===== config.mk =====
export PLATFORM = sky130hd
export DESIGN_NAME = p2_sprite_render
export DESIGN_NICKNAME = d
export VERILOG_FILES = /design/src/rtl/p2_sprite_render.sv
export SDC_FILE = /design/constraint.sdc
export NUM_CORES = 1
export LEC_CHECK = 0
export ABC_AREA = 1
export CORE_MARGIN = 1
export CORE_UTILIZATION = 45
export DETAILED_ROUTE_END_ITERATION = 10
export PLACE_DENSITY = 0.86
export SYNTH_ARGS = -nofsm -noshare
export SYNTH_HDL_FRONTEND = slang
export SYNTH_SLANG_ARGS = --single-unit

===== constraint.sdc =====
create_clock -name clk -period 4.25 [get_ports clk]
set_input_delay 1.275 -clock clk [delete_from_list [all_inputs] [get_ports clk]]
set_output_delay 1.275 -clock clk [all_outputs]
set_load 0.05 [all_outputs]

===== src/rtl/p2_sprite_render.sv =====
`timescale 1ns/1ps
`default_nettype none
// ============================================================================
// Module      : p2_sprite_render
// Description : Player-2 sprite renderer. Runs the stay/move/attack animation
//               sequencer and turns VGA pixel coordinates into sprite ROM
//               addresses. It consumes the returned row bitmap and produces a
//               3-cycle pipelined per-pixel "green on" strobe.
// Revision    : 1.0 - initial release
// ============================================================================
module p2_sprite_render #(
  parameter int SCALE_SHIFT = 2,
  parameter int FRAME_DIV   = 6
) (
  input  logic        clk,
  input  logic        rst,
  input  logic        frame_tick,
  input  logic        act_valid,
  input  logic [2:0]  act_req,
  input  logic [9:0]  pos_x,
  input  logic [9:0]  pos_y,
  input  logic [9:0]  pix_x,
  input  logic [9:0]  pix_y,
  output logic [9:0]  rom_addr,
  input  logic [15:0] rom_data,
  output logic        pix_on,
  output logic        busy,
  output logic [2:0]  act_cur,
  output logic [1:0]  frame_cur
);

  typedef enum logic [1:0] {
    ST_STAY   = 2'd0,
    ST_MOVE   = 2'd1,
    ST_ATTACK = 2'd2
  } state_t;

  // Sprite box edge in screen pixels (16 texels, each magnified).
  localparam int         C_BOX      = 16 << SCALE_SHIFT;
  localparam logic [3:0] C_DIV_LAST = 4'(FRAME_DIV - 1);

  state_t      state_q, state_d;
  logic [2:0]  act_q, act_d;
  logic [1:0]  frame_q, frame_d;
  logic [3:0]  div_q, div_d;
  logic [2:0]  shadow_act_q, shadow_act_d;
  logic [1:0]  shadow_frame_q, shadow_frame_d;
  logic [9:0]  rom_addr_q, rom_addr_d;
  logic        in_box1_q, in_box1_d;
  logic [3:0]  col1_q, col1_d;
  logic        in_box2_q, in_box2_d;
  logic [3:0]  col2_q, col2_d;
  logic        pix_on_q, pix_on_d;

  logic        req_ok;
  logic        div_wrap;
  logic [10:0] dx;
  logic [10:0] dy;
  logic        in_box;
  logic [3:0]  row;
  logic [3:0]  col;

  // Sequencer next state: action switches take priority over frame advance.
  always_comb begin
    state_d  = state_q;
    act_d    = act_q;
    frame_d  = frame_q;
    div_d    = div_q;
    req_ok   = act_valid && (act_req <= 3'd4);
    div_wrap = frame_tick && (div_q == C_DIV_LAST);
    case (state_q)
      ST_STAY, ST_MOVE: begin
        if (req_ok && (act_req != act_q)) begin
          act_d   = act_req;
          frame_d = 2'd0;
          div_d   = 4'd0;
          if (act_req == 3'd0)
            state_d = ST_STAY;
          else if (act_req <= 3'd2)
            state_d = ST_MOVE;
          else
            state_d = ST_ATTACK;
        end else if ((state_q == ST_MOVE) && !act_valid) begin
          state_d = ST_STAY;
          act_d   = 3'd0;
          frame_d = 2'd0;
          div_d   = 4'd0;
        end else if (frame_tick) begin
          if (div_wrap) begin
            div_d   = 4'd0;
            frame_d = frame_q + 2'd1;  // 3 wraps to 0 for looping poses
          end else begin
            div_d   = div_q + 4'd1;
          end
        end
      end
      ST_ATTACK: begin
        if (frame_tick) begin
          if (div_wrap) begin
            div_d = 4'd0;
            if (frame_q == 2'd3) begin
              state_d = ST_STAY;
              act_d   = 3'd0;
              frame_d = 2'd0;
            end else begin
              frame_d = frame_q + 2'd1;
            end
          end else begin
            div_d = div_q + 4'd1;
          end
        end
      end
      default: begin
        state_d = ST_STAY;
        act_d   = 3'd0;
        frame_d = 2'd0;
        div_d   = 4'd0;
      end
    endcase
  end

  // Render pipeline: shadow pose capture, box test / address, bitmap lookup.
  always_comb begin
    shadow_act_d   = frame_tick ? act_q   : shadow_act_q;
    shadow_frame_d = frame_tick ? frame_q : shadow_frame_q;
    dx             = {1'b0, pix_x} - {1'b0, pos_x};
    dy             = {1'b0, pix_y} - {1'b0, pos_y};
    in_box         = !dx[10] && !dy[10] && (dx < 11'(C_BOX)) && (dy < 11'(C_BOX));
    row            = dy[SCALE_SHIFT +: 4];
    col            = dx[SCALE_SHIFT +: 4];
    rom_addr_d     = in_box ? {row, shadow_act_q, 1'b0, shadow_frame_q} : 10'd0;
    in_box1_d      = in_box;
    col1_d         = col;
    in_box2_d      = in_box1_q;
    col2_d         = col1_q;
    // Bit 0 is a figure pixel; column 0 sits in the MSB.
    pix_on_d       = in_box2_q & ~rom_data[4'd15 - col2_q];
  end

  // State and pipeline registers with asynchronous clear.
  always_ff @(posedge clk or posedge rst) begin
    if (rst) begin
      state_q        <= ST_STAY;
      act_q          <= 3'd0;
      frame_q        <= 2'd0;
      div_q          <= 4'd0;
      shadow_act_q   <= 3'd0;
      shadow_frame_q <= 2'd0;
      rom_addr_q     <= 10'd0;
      in_box1_q      <= 1'b0;
      col1_q         <= 4'd0;
      in_box2_q      <= 1'b0;
      col2_q         <= 4'd0;
      pix_on_q       <= 1'b0;
    end else begin
      state_q        <= state_d;
      act_q          <= act_d;
      frame_q        <= frame_d;
      div_q          <= div_d;
      shadow_act_q   <= shadow_act_d;
      shadow_frame_q <= shadow_frame_d;
      rom_addr_q     <= rom_addr_d;
      in_box1_q      <= in_box1_d;
      col1_q         <= col1_d;
      in_box2_q      <= in_box2_d;
      col2_q         <= col2_d;
      pix_on_q       <= pix_on_d;
    end
  end

  assign rom_addr  = rom_addr_q;
  assign pix_on    = pix_on_q;
  assign busy      = (state_q == ST_ATTACK);
  assign act_cur   = act_q;
  assign frame_cur = frame_q;

endmodule
`default_nettype wire


==> reports/summary.txt, run 1 <==
Fillers: 482
Clk_skew: 0.00682 ns
Main combinational cell family by area after synthesis: simple AND/OR/NAND/NOR gates
Smallest hold slack: 0.353 ns
Pin count of the biggest net entering global routing: 26
Number of max-cap violations: 0
Min Tclk post-route: 2.99 ns
Antenna Cells: 0
First-pass GRT wire length: 9.49 mm
Delay-heaviest family, CP: simple AND/OR/NAND/NOR gates
Rows: 27
Net Count, Synth: 443
Die X: 77.2 um
Layout area overhead: 37.2%
Hpwl dp: 4.55 mm
Fin. max-slew vios: 0
Post-Synth XOR/XNOR Area: 4.13%
Final #Nets: 526
Buffer and inverter count on the worst path: 2
Internal Power: 0.733 mW
Vias in the first global route: 2,303
Area of the multi-input gates: 0.00134 mm^2
Synth Area in Adders: 10.3%
Tot Pwr: 1.19 mW
Pin slew with the least headroom to its limit: 0.931 ns
Die area: 0.00596 mm^2
Worst-path cell chain: clkdlybuf4s50_1 -> inv_1 -> ha_1 -> nand2_2 -> nor2_2 -> nand3_1 -> nand3_1 -> nand2_1 -> nand2_1 -> nand3_1 -> nor2_2 -> nand2_2 -> nor2_1
H-tree levels: 2
Clk network pwr share: 19.6%
Setup repair after global routing missed its margin: false
Yosys reg bits: 36
Commonest non-fill, non-tap cell in the layout: nand2_1
Synth unique cells: 30
Initial core utilization: 46.5%
Yosys warnings: 0
Mapped Cells: 359
Simple-gate share of the synthesized area: 24.0%
Port Buffer Count: 78
Worst-path fanout max: 10
Total Routed Length: 5.57 mm
Total CTS buffers: 5
CTS tree: built
Routed vias/inst: 4.80
Clk_lat worst skew: 0.29 ns
DR pass1 iterations: 4
Worst EP required: 4.47 ns
Net Sw Frac: 38.6%
Setup TNS: 0 ns
Count of final hold-check violations: 0
VDD IR-drop max: 0.194 mV
Period utilisation layout: 70.4%
Post-synthesis mux area share: 1.57%
Share of cells above drive strength 1: 2.71%
CTS root buf: clkbuf_8
GRT Total Usage: 19.7%
Initial antenna violation count: 0
Register area: 901 um^2
CORE AREA: 0.00547 mm^2
Net Sw Power: 0.460 mW
Comb pwr share: 41.9%
Critical path's slowest cell: clkdlybuf4s50_1
Synth Area in Compound Gates: 12.4%
Leakage: 1.81 nW
I/O Pins: 80
Slew margin rel.: 37.9%
Cell Pwr Density: 342 mW/mm^2
Seq/Total Area, Yosys: 35.4%
Post-CTS Setup Bufs: 0
CP Launch Type: input port
CTS resizes: 0
CTS Buffer Depth: 2
CP max stage delay: 0.46 ns
DRC Markers: 0
WL/cell: 10.8 um
Outcome: complete, no violations
Most frequent cells in the layout: 88 x nand2_1, 78 x clkdlybuf4s50_1, 77 x inv_1
# setup viols final: 0
Fmax: 334 MHz
CTS clk-pin slew, worst paths: 0.07 ns
Synth Cell Area: 0.00254 mm^2
CP Class: in -> reg
Vias: 2,473
Seq pwr share: 38.5%
Drt initial violations: 81
Clk sinks: 36
Total gr overflow: 0
Worst min-delay path category: reg -> reg
Routed Antenna Nets: 0
Crit. End Element: flip-flop
Crit path DAT: 3.21 ns
GPL Wtd Cong: 0.892
Post-cts hold buffer count: 0
Mean Syn Cell Area: 7.09 um^2
Die height: 77.2 um
Critical Path Most Common Cell: nand3_1
[path summary, 6_finish.rpt]
check,startpoint,end,slack [ns],depth (start not counted)
max,pos_x[6],rom_addr[7]$_DFF_PP0_,1.26,13
max reg2reg,div_q[1]$_DFF_PP0_,act_cur[1]$_DFFE_PP0P_,2.54,7
max in group asynchronous,rst,shadow_act_q[2]$_DFFE_PP0P_,2.04,3
min,col1_q[0]$_DFF_PP0_,col2_q[0]$_DFF_PP0_,0.35,0
min in group asynchronous,rst,frame_cur[1]$_DFFE_PP0P_,1.49,2
min reg2reg,col1_q[0]$_DFF_PP0_,col2_q[0]$_DFF_PP0_,0.35,0
[per-layer routing]
metal	up-vias	track usage, %	routed length [um]
met5	-	0	0
met4	0	7.36	95
met3	10	5.24	357
met2	84	34.1	2720
met1	1089	23.1	2400
li1	1290	-	-
[worst reg2reg max path, delay by kind of cell, from the launching register on]
kind | cells | cell delay [ns]
compound gates | 2 | 0.48
flops | 1 | 0.41
simple gates | 1 | 0.32
buf+inv | 3 | 0.23
fa+ha+maj | 1 | 0.13
[cells in the mapped netlist (all sizes together)]
library cell | n | share of area (%)
nand2 | 90 | 13
inv | 77 | 11
dfrtp | 36 | 35
nor2 | 34 | 5.2
ha | 21 | 10
o21ai | 21 | 4.3
nand3 | 20 | 3.9
a21oi | 17 | 3.3
xnor2 | 7 | 2.4
xor2 | 5 | 1.7
mux2i | 4 | 1.6
nand4 | 4 | 0.98
a211oi | 3 | 0.89
o22ai | 3 | 0.74
a21boi | 2 | 0.59
a31oi | 2 | 0.49
buf | 2 | 0.49
nor3 | 2 | 0.39
o211ai | 2 | 0.59
o21a | 2 | 0.59
a21o | 1 | 0.30
clkbuf | 1 | 0.15
conb | 1 | 0.15
o21bai | 1 | 0.30
o31ai | 1 | 0.30
[cell type report]
type	count	share of cell area (%)
multi-input cells	243	38.3
flip-flops and latches	36	25.8
repair buffers	79	22.6
inverters	77	8.28
well taps	72	2.58
clock buffers	7	2.19
clock inverters	1	0.251
[sequential cells by signal (all words and copies together) (netlist names), 2 cells and up]
register / cells
shadow_act_q: 3
act_cur: 3
col2_q: 4
div_q: 4
rom_addr: 9
col1_q: 4
frame_cur: 2
shadow_frame_q: 2
state_q: 2
[cells by family (layout without fill, tap and decap cells)]
group                    count (synthesis)  after routing
AO/OA/AOI/OAI                           55             55
XOR/XNOR                                12             12
adder cells (fa/ha/maj)                 21             21
buffers and inverters                   80            164
flip-flops                              36             36
multiplexers                             4              4
other                                    1              1
AND/OR/NAND/NOR                        150            150
[metrics by stage]
step,area (um^2),utilization [%],instances,setup WS [ns]
2_1_floorplan,2540,-,359,1.63
3_3_place_gp,3410,62.2,507,1.04
3_5_place_dp,3410,62.2,507,0.962
4_1_cts,3490,63.8,515,1.25
5_1_grt,3490,63.8,515,1.05
6_report,3490,63.8,515,1.26
[power by group through the flow]
stage	Clock, mW	Sequential, mW	Combinational [mW]
detailed placement	0	0.466	0.498
global route	0.256	0.468	0.555
floorplan	0	0.504	0.294
finish	0.233	0.459	0.500
CTS	0.241	0.460	0.500
global placement	0	0.463	0.486
No activity file was read; power rests on OpenSTA's default activity.
==> inputs of run 2 (changes only) <==
==> constraint.sdc (replaced) <==
create_clock -name clk -period 2.87 [get_ports clk]
set_input_delay 0.861 -clock clk [delete_from_list [all_inputs] [get_ports clk]]
set_output_delay 0.861 -clock clk [all_outputs]
set_load 0.05 [all_outputs]
==> run 2 against run 1 <==
Against the previous run: highest routed layer unchanged; register-to-register slack worse by 1.3 ns; largest cell class unchanged; flip-flop and latch count stayed put; global-route usage is 0.21 points lower; largest power group unchanged.
==> reports/summary.txt, run 2 (same netlist as run 1, synthesis figures left out) <==
Most frequent cells in the layout: 88 x nand2_1, 78 x clkdlybuf4s50_1, 77 x inv_1
Net Sw Power: 0.684 mW (+49%)
Total CTS buffers: 5 (unchanged)
Final #Nets: 527 (+0.19%)
Worst Setup SP: pos_x[6]
Routed Antenna Nets: 0 (unchanged)
Vias: 2,543 (+2.8%)
GPL Wtd Cong: 0.894 (+0.15%)
Net Sw Frac: 38.7% (+0.16 points)
CORE AREA: 0.00547 mm^2 (unchanged)
Outcome: complete, no violations
Final instance area: 0.00350 mm^2 (+0.29%)
Total gr overflow: 0 (unchanged)
Port Buffer Count: 78 (unchanged)
Vias in the first global route: 2,300 (-0.13%)
Drt initial violations: 154 (+90%)
Critical Path Most Common Cell: nand3_1
Worst Hold Launch: in_box1_q$_DFF_PP0_
Worst min-delay path category: reg -> reg
Fin. max-slew vios: 0 (unchanged)
Die X: 77.2 um (unchanged)
CP max stage delay: 0.46 ns (about the same)
Post-cts hold buffer count: 0 (unchanged)
Seq pwr share: 38.6% (about the same)
Worst Hold Path EP: in_box2_q$_DFF_PP0_
Count of final hold-check violations: 0 (unchanged)
Worst-path cell chain: clkdlybuf4s50_1 -> inv_1 -> ha_1 -> nand2_2 -> nor2_2 -> nand3_1 -> nand3_1 -> nand2_1 -> nand2_1 -> nand3_1 -> nor2_2 -> nand2_2 -> nor2_1
Commonest non-fill, non-tap cell in the layout: nand2_1
Initial antenna violation count: 0 (unchanged)
CP Launch Type: input port
Layout area overhead: 37.6%
Die area: 0.00596 mm^2 (unchanged)
CTS clk-pin slew, worst paths: 0.07 ns (about the same)
Crit. End Element: flip-flop
Placed insts: 508 (+0.20%)
Hpwl dp: 4.48 mm (-1.6%)
CTS tree: built
Worst R2R Path Depth: 7 (unchanged)
Post-CTS Setup Bufs: 0 (unchanged)
CTS root buf: clkbuf_8
Rows: 27 (unchanged)
VDD IR-drop max: 0.274 mV (+41%)
Setup TNS: 0 ns (unchanged)
Initial core utilization: 46.5% (unchanged)
Clk_lat worst skew: 0.29 ns (about the same)
Share of cells above drive strength 1: 3.38% (+0.67 points)
Reg-to-reg startpoint: div_q[1]$_DFF_PP0_
Setup repair after global routing missed its margin: false
Critical path's slowest cell: clkdlybuf4s50_1
Fmax: 388 MHz
Clk network pwr share: 19.6% (about the same)
Pin count of the biggest net entering global routing: 37 (+42%)
DR pass1 iterations: 5 (+1)
Area after DPL: 0.00341 mm^2 (+0.22%)
Antenna Cells: 0 (unchanged)
GRT Total Usage: 19.5% (-0.21 points)
Hold Path Depth: 0 (unchanged)
Leakage: 1.82 nW (+0.57%)
Smallest hold slack: 0.348 ns (-0.00544 ns)
Setup slack, reg-to-reg: 1.21 ns (-1.33 ns)
WL/cell: 10.5 um (-3.1%)
Total Routed Length: 5.41 mm (-2.9%)
Largest register FFs: 9 (unchanged)
Non-Filler Instances: 516 (+0.19%)
Die height: 77.2 um (unchanged)
Slew margin rel.: 64.4% (+26 points)
Min Tclk post-route: 2.58 ns
DRC Markers: 0 (unchanged)
Period utilisation layout: 89.7%
Crit path DAT: 2.79 ns (-0.42 ns)
Clk_skew: 0.00948 ns (+0.00266 ns)
Number of max-cap violations: 0 (unchanged)
H-tree levels: 2 (unchanged)
First-pass GRT wire length: 9.47 mm (-0.29%)
RR Endpoint: act_cur[0]$_DFFE_PP0P_
Tot Pwr: 1.77 mW (+48%)
Cell Pwr Density: 504 mW/mm^2 (+48%)
Clk sinks: 36 (unchanged)
# setup viols final: 0 (unchanged)
Worst-path fanout max: 10 (unchanged)
CTS resizes: 0 (unchanged)
CTS Buffer Depth: 2 (unchanged)
Pin slew with the least headroom to its limit: 0.533 ns (-0.398 ns)
I/O Pins: 80 (unchanged)
Comb pwr share: 41.9% (about the same)
Worst EP required: 3.09 ns (-1.38 ns)
Internal Power: 1.08 mW (+48%)
Routed vias/inst: 4.93 (+2.6%)
CP Class: in -> reg
run 2: cell types whose count changed in the layout (fill, tap and decap cells not counted):
cell and change:
clkinv_2 +2, buf_4 +1, clkbuf_1 -2
run 2: per-stage QoR:
stage / utilization [%] / setup WS (ns)
floorplan: - / 0.662
CTS: 64.0 / 0.317
global route: 64.0 / 0.0929
finish: 64.0 / 0.295
global placement: 62.4 / 0.0810
detailed placement: 62.4 / 0.0177
run 2: layer usage:
metal | wire length (um) | vias up | global-route usage (%)
li1 | - | 1292 | -
met1 | 2370 | 1153 | 23.6
met2 | 2640 | 91 | 33.6
met3 | 347 | 7 | 4.76
met4 | 60 | 0 | 6.23
met5 | 0 | - | 0
run 2: layout make-up:
cell class	count	area [um^2]
Sequential cell	36	901
Timing Repair Buffer	80	796
Inverter	77	289
Clock inverter	3	18.8
Fill cell	468	1970
Tap cell	72	90.1
Clock buffer	5	68.8
Multi-Input combinational cell	243	1340
run 2: how the worst max path moves through the flow:
stage	end	slack (ns)	depth (start not counted)
final	rom_addr[9]$_DFF_PP0_	0.29	13
after global routing	rom_addr[8]$_DFF_PP0_	0.09	12
after CTS	rom_addr[1]$_DFF_PP0_	0.32	14
after detailed placement	rom_addr[1]$_DFF_PP0_	0.02	14
after global placement	rom_addr[6]$_DFF_PP0_	0.08	13
after floorplan	rom_addr[0]$_DFF_PP0_	0.66	13
run 2: worst max-delay path, delay by kind of cell:
kind	cells	cell delay, ns
and+or+nand+nor	10	1.05
buffers and inverters	2	0.50
adders and majority gates	1	0.38
run 2: power groups by stage:
stage          sequential, mW  clock, mW  combinational, mW
2_1_floorplan           0.746          0              0.436
3_3_place_gp            0.685          0              0.720
3_5_place_dp            0.691          0              0.740
4_1_cts                 0.681      0.365              0.743
5_1_grt                 0.696      0.388              0.827
6_report                0.681      0.345              0.739
==> variant 1, RTL diff (flow settings as in run 2) <==
Put one more register stage on the output `rom_addr`, with the module's reset. The value now appears one clock later. The other outputs are not delayed to match.
--- a/src/rtl/p2_sprite_render.sv
+++ b/src/rtl/p2_sprite_render.sv
@@ -168,7 +168,13 @@
     end
   end
 
-  assign rom_addr  = rom_addr_q;
+  always_ff @(posedge clk or posedge rst) begin
+    if (rst) begin
+      rom_addr <= '0;
+    end else begin
+      rom_addr <= rom_addr_q;
+    end
+  end
   assign pix_on    = pix_on_q;
   assign busy      = (state_q == ST_ATTACK);
   assign act_cur   = act_q;
Formal check against the unedited RTL: not equivalent (a bounded check fails within 4 cycles, from zero or initial values and one cycle with rst high).
==> variant 1 against run 2 <==
Global-route usage down 0.69 points; setup slack worse by 0.041 ns; sequential power up 17%; synthesized area up 9.1%; wire length up 5.9%; synthesized cell count up 3.3%; sequential cell count up 9; power up 7.8%; design area up 6.6%; largest cell class unchanged; highest routed layer unchanged.
==> variant 1: results (changes against run 2) <==
[run_status]
status = completed  ; unchanged

[drt]
drtIter0Drc = 106  ; was 154
wl_met2_mm = 2.85  ; was 2.64 mm
vias = 2572  ; was 2543
wl_per_cell_um = 10.8  ; was 10.5 µm
first_pass_iters = 4  ; was 5
drt-met1-wl_mm = 2.45  ; was 2.37 mm

[clock_network]
cts_setup_buffers = 0  ; unchanged

[global_routing]
grt_pass1_vias = 2382  ; was 2300
grt_max_degree = 46  ; was 37
grt_usage_pct = 18.8  ; was 19.5%
use_met1_pct = 21.7  ; was 23.6%
grt_first_pass_wirelength_mm = 9.66  ; was 9.47 mm
use_met3_pct = 3.18  ; was 4.76%

[worst_setup_path]
rrSetupSlack_ns = 1.17  ; was 1.21 ns
cp_max_fo = 10  ; unchanged
cp-startpoint = pos_x[4]  ; was pos_x[6]
reg2reg_to = act_cur[1]  ; was act_cur[0]
slowest_delay_ns = 0.45
worstPathArrival_ns = 2.82  ; was 2.79 ns
setup.worst_path.end = rom_addr_q[4]  ; was rom_addr[9]

[place]
place_inst = 522  ; was 508
post-place-ws_ns = -0.0225  ; was 0.0177 ns
gp_congestion = 0.911  ; was 0.894
place_hpwl_mm = 4.58  ; was 4.48 mm
placed_cell_area_um2 = 3640  ; was 3410 µm²

[timing]
skew_ns = 0.00725  ; was 0.00948 ns
fin_crit_ns = 2.62  ; was 2.58 ns
whs_ns = 0.346  ; was 0.348 ns
worstMarginPinSlew_ns = 0.548  ; was 0.533 ns

[synthesis]
synth_area_leaders = dfrtp_1 (41%), nand2_1 (12%), inv_1 (10%), ha_1 (9.5%), nor2_1 (4.7%)  ; was dfrtp_1 (35%), nand2_1 (13%), inv_1 (11%), ha_1 (10%), nor2_1 (4.7%)
netlist_area_um2 = 2780  ; was 2540 µm²
postSynthAreaPerCell_um2 = 7.48  ; was 7.09 µm²
synth_commonest_cells = nand2_1 (90), inv_1 (77), dfrtp_1 (45)  ; was nand2_1 (88), inv_1 (77), dfrtp_1 (36)
ys_seq_area_share_pct = 40.6  ; was 35.4%
syn_nets = 455  ; was 443
ys_ff_latch = 45  ; was 36

[cells_and_area]
nets = 538  ; was 527
nMultiInputCombCells = 245  ; was 243
num-fill-cells = 483  ; was 468
clk_share_pct = 2.31  ; was 2.50%
area_share_nonclk_buffers_pct = 21.3  ; was 22.7%
multi_input_area_share_pct = 35.9  ; was 38.2%
nClkBuffers = 7  ; was 5
seq_share_pct = 30.2  ; was 25.7%
top_regs = rom_addr: 9 flops, rom_addr_q: 9 flops

[worst_hold_path]
worstHoldStart = in_box1_q  ; unchanged

[power]
power_leakage_nw = 1.93  ; was 1.82 nW
irDropWorstVdd_v = 0.000323  ; was 0.000274 V

==> variant 1: changes by cell type after synthesis, moves of 2 or more <==
| cell | change |
|---|---|
| nand2_1 | +2 |
| o22ai_1 | +2 |
| a211oi_1 | -2 |
| nor2_1 | +3 |
| dfrtp_1 | +9 |
| nand3_1 | -2 |
==> variant 1: kinds of logic (layout without fill, tap and decap cells) <==
family | after synthesis | count (layout) | share of synthesized area [%]
buf+inv | 81 | 164 | 11.2
xor+xnor | 13 | 13 | 4.10
simple gates | 155 | 155 | 22.8
fa+ha+maj | 21 | 21 | 9.46
flops | 45 | 45 | 40.6
other cells | 1 | 1 | 0.135
mux | 4 | 4 | 1.44
compound gates | 51 | 51 | 10.4
==> variant 1: report_power, final <==
| part | internal (mW) | switching [mW] | leakage (nW) |
|---|---|---|---|
| Combinational | 0.310 | 0.422 | 1.29 |
| Clock | 0.191 | 0.184 | 0.0443 |
| Sequential | 0.722 | 0.0750 | 0.601 |
| Total | 1.22 | 0.681 | 1.93 |
==> variant 2, RTL diff (flow settings as in run 2) <==
Without the edit above. `SCALE_SHIFT`: 2 -> 1.
--- a/src/rtl/p2_sprite_render.sv
+++ b/src/rtl/p2_sprite_render.sv
@@ -9,7 +9,7 @@
 // Revision    : 1.0 - initial release
 // ============================================================================
 module p2_sprite_render #(
-  parameter int SCALE_SHIFT = 2,
+  parameter int SCALE_SHIFT = 1,
   parameter int FRAME_DIV   = 6
 ) (
   input  logic        clk,
Function: changed (Yosys sat finds a counterexample within 4 cycles, from zero or initial values and one cycle with rst high).
==> variant 2 against run 2 <==
Synthesized area up 8.2%; synthesized cell count increased by 7.5%; setup slack worse by 0.035 ns; combinational power rose by 4.2%; wire length increased by 9.4%; design area up 7.8%; highest routed layer unchanged; register-to-register slack worse by 0.08 ns; sequential cell count unchanged; power increased by 3.1%.
==> variant 2: results (changes against run 2) <==
[place]
post-place-ws_ns = -0.0458  ; was 0.0177 ns
gp_congestion = 0.913  ; was 0.894
place_hpwl_mm = 4.94  ; was 4.48 mm
placed_cell_area_um2 = 3680  ; was 3410 µm²
io_buffers = 78  ; unchanged

[cells_and_area]
diodes = 0  ; unchanged
ff_latch_area_um2 = 901  ; unchanged
largest_register_ffs = 9  ; unchanged
num-fill-cells = 502  ; was 468
drive_gt1_share_pct = 8.37  ; was 3.38%
nets = 563  ; was 527

[drt]
wl_per_cell_um = 10.7  ; was 10.5 µm
wl_met2_mm = 2.84  ; was 2.64 mm
drtIter0Drc = 124  ; was 154
first_pass_iters = 4  ; was 5
wl_mm = 5.93  ; was 5.41 mm
met3_wirelength_um = 408  ; was 347 µm
vias = 2664  ; was 2543
drt-met1-wl_mm = 2.56  ; was 2.37 mm
highest_layer = met4  ; unchanged

[timing]
setup_viol = 0  ; unchanged
worstMarginPinSlew_ns = 0.504  ; was 0.533 ns
skew_ns = 0.00784  ; was 0.00948 ns

[global_routing]
grt_max_degree = 37  ; unchanged
use_met1_pct = 23.3  ; was 23.6%
grt_usage_pct = 20.2  ; was 19.5%
grt_pass1_vias = 2591  ; was 2300
use_met3_pct = 3.41  ; was 4.76%
grt_first_pass_wirelength_mm = 10.3  ; was 9.47 mm
busiest_layer = met2  ; unchanged
use_met2_pct = 36.9  ; was 33.6%

[synthesis]
ys_seq_area_share_pct = 32.7  ; was 35.4%
synth_area_leaders = dfrtp_1 (33%), nand2_1 (14%), inv_1 (11%), ha_1 (9.5%), nor2_1 (4.4%)  ; was dfrtp_1 (35%), nand2_1 (13%), inv_1 (11%), ha_1 (10%), nor2_1 (4.7%)
synth_cells = 386  ; was 359
synth_cell_types = 35  ; was 30
syn_nets = 472  ; was 443
synth_commonest_cells = nand2_1 (102), inv_1 (82), dfrtp_1 (36)  ; was nand2_1 (88), inv_1 (77), dfrtp_1 (36)

[power]
clkPwrFrac_pct = 20.1  ; was 19.6%
p_sw_uw = 706  ; was 684 µW
irDropWorstVdd_v = 0.000380  ; was 0.000274 V
power_leakage_nw = 1.96  ; was 1.82 nW
p_seq_share_pct = 37.6  ; was 38.6%
p_sw_share_pct = 38.8  ; was 38.7%

[clock_network]
clk_pin_slew_ns = 0.07  ; about the same
cts_root_buffer = clkbuf_8  ; unchanged
post_cts_resize_count = 0  ; unchanged
cts_setup_buffers = 0  ; unchanged
max-clock-path-buffers = 2  ; unchanged

[run_status]
status = completed  ; unchanged

[worst_setup_path]
cp_max_fo = 10  ; unchanged

[worst_hold_path]
hold_class = reg2reg  ; unchanged

variant 2: cell types whose count changed in the layout (fill, tap and decap cells not counted), moves of 3 or more:
| cell | change |
|---|---|
| nand2_1 | +14 |
| nor3_2 | +9 |
| buf_4 | +8 |
| inv_1 | +5 |
| a21oi_1 | -4 |
| nand2_2 | +4 |
| mux2i_1 | -3 |
| o21ai_0 | -3 |
variant 2: critical path: stages:
cell	delay, ns
clkdlybuf4s50_1	0.46
inv_1	0.07
fa_1	0.48
nand3_1	0.09
nand3_1	0.09
nand2_1	0.09
nand2_1	0.06
nand2_1	0.06
nand2_1	0.04
nor2_1	0.18
nand3_4	0.19
nor3_2	0.16
variant 2: final timing paths:
check                         endpoint  cells past startpoint      start  slack, ns
max                        rom_addr[7]                     12   pos_y[1]       0.26
min                          col2_q[2]                      0  col1_q[2]       0.34
max reg2reg                 act_cur[2]                      7   div_q[1]       1.13
min reg2reg                  col2_q[2]                      0  col1_q[2]       0.34
max in group asynchronous    col1_q[2]                      3        rst       1.60
min in group asynchronous   act_cur[0]                      3        rst       0.96
variant 2: cells by family after synthesis:
| family | after synthesis | share of synthesized area, % |
|---|---|---|
| AND/OR/NAND/NOR | 185 | 31.5 |
| XOR/XNOR | 11 | 3.50 |
| other | 1 | 0.136 |
| AO/OA/AOI/OAI | 42 | 8.73 |
| buffers and inverters | 87 | 12.1 |
| adder cells (fa/ha/maj) | 23 | 11.0 |
| multiplexers | 1 | 0.364 |
| flip-flops | 36 | 32.7 |
variant 2: layout make-up:
cell class / count / share of cell area (%)
Clock inverter: 2 / 0.265
Timing Repair Buffer: 88 / 22.7
Clock buffer: 6 / 2.19
Sequential cell: 36 / 23.9
Multi-Input combinational cell: 263 / 40.3
Tap cell: 75 / 2.49
Inverter: 83 / 8.26
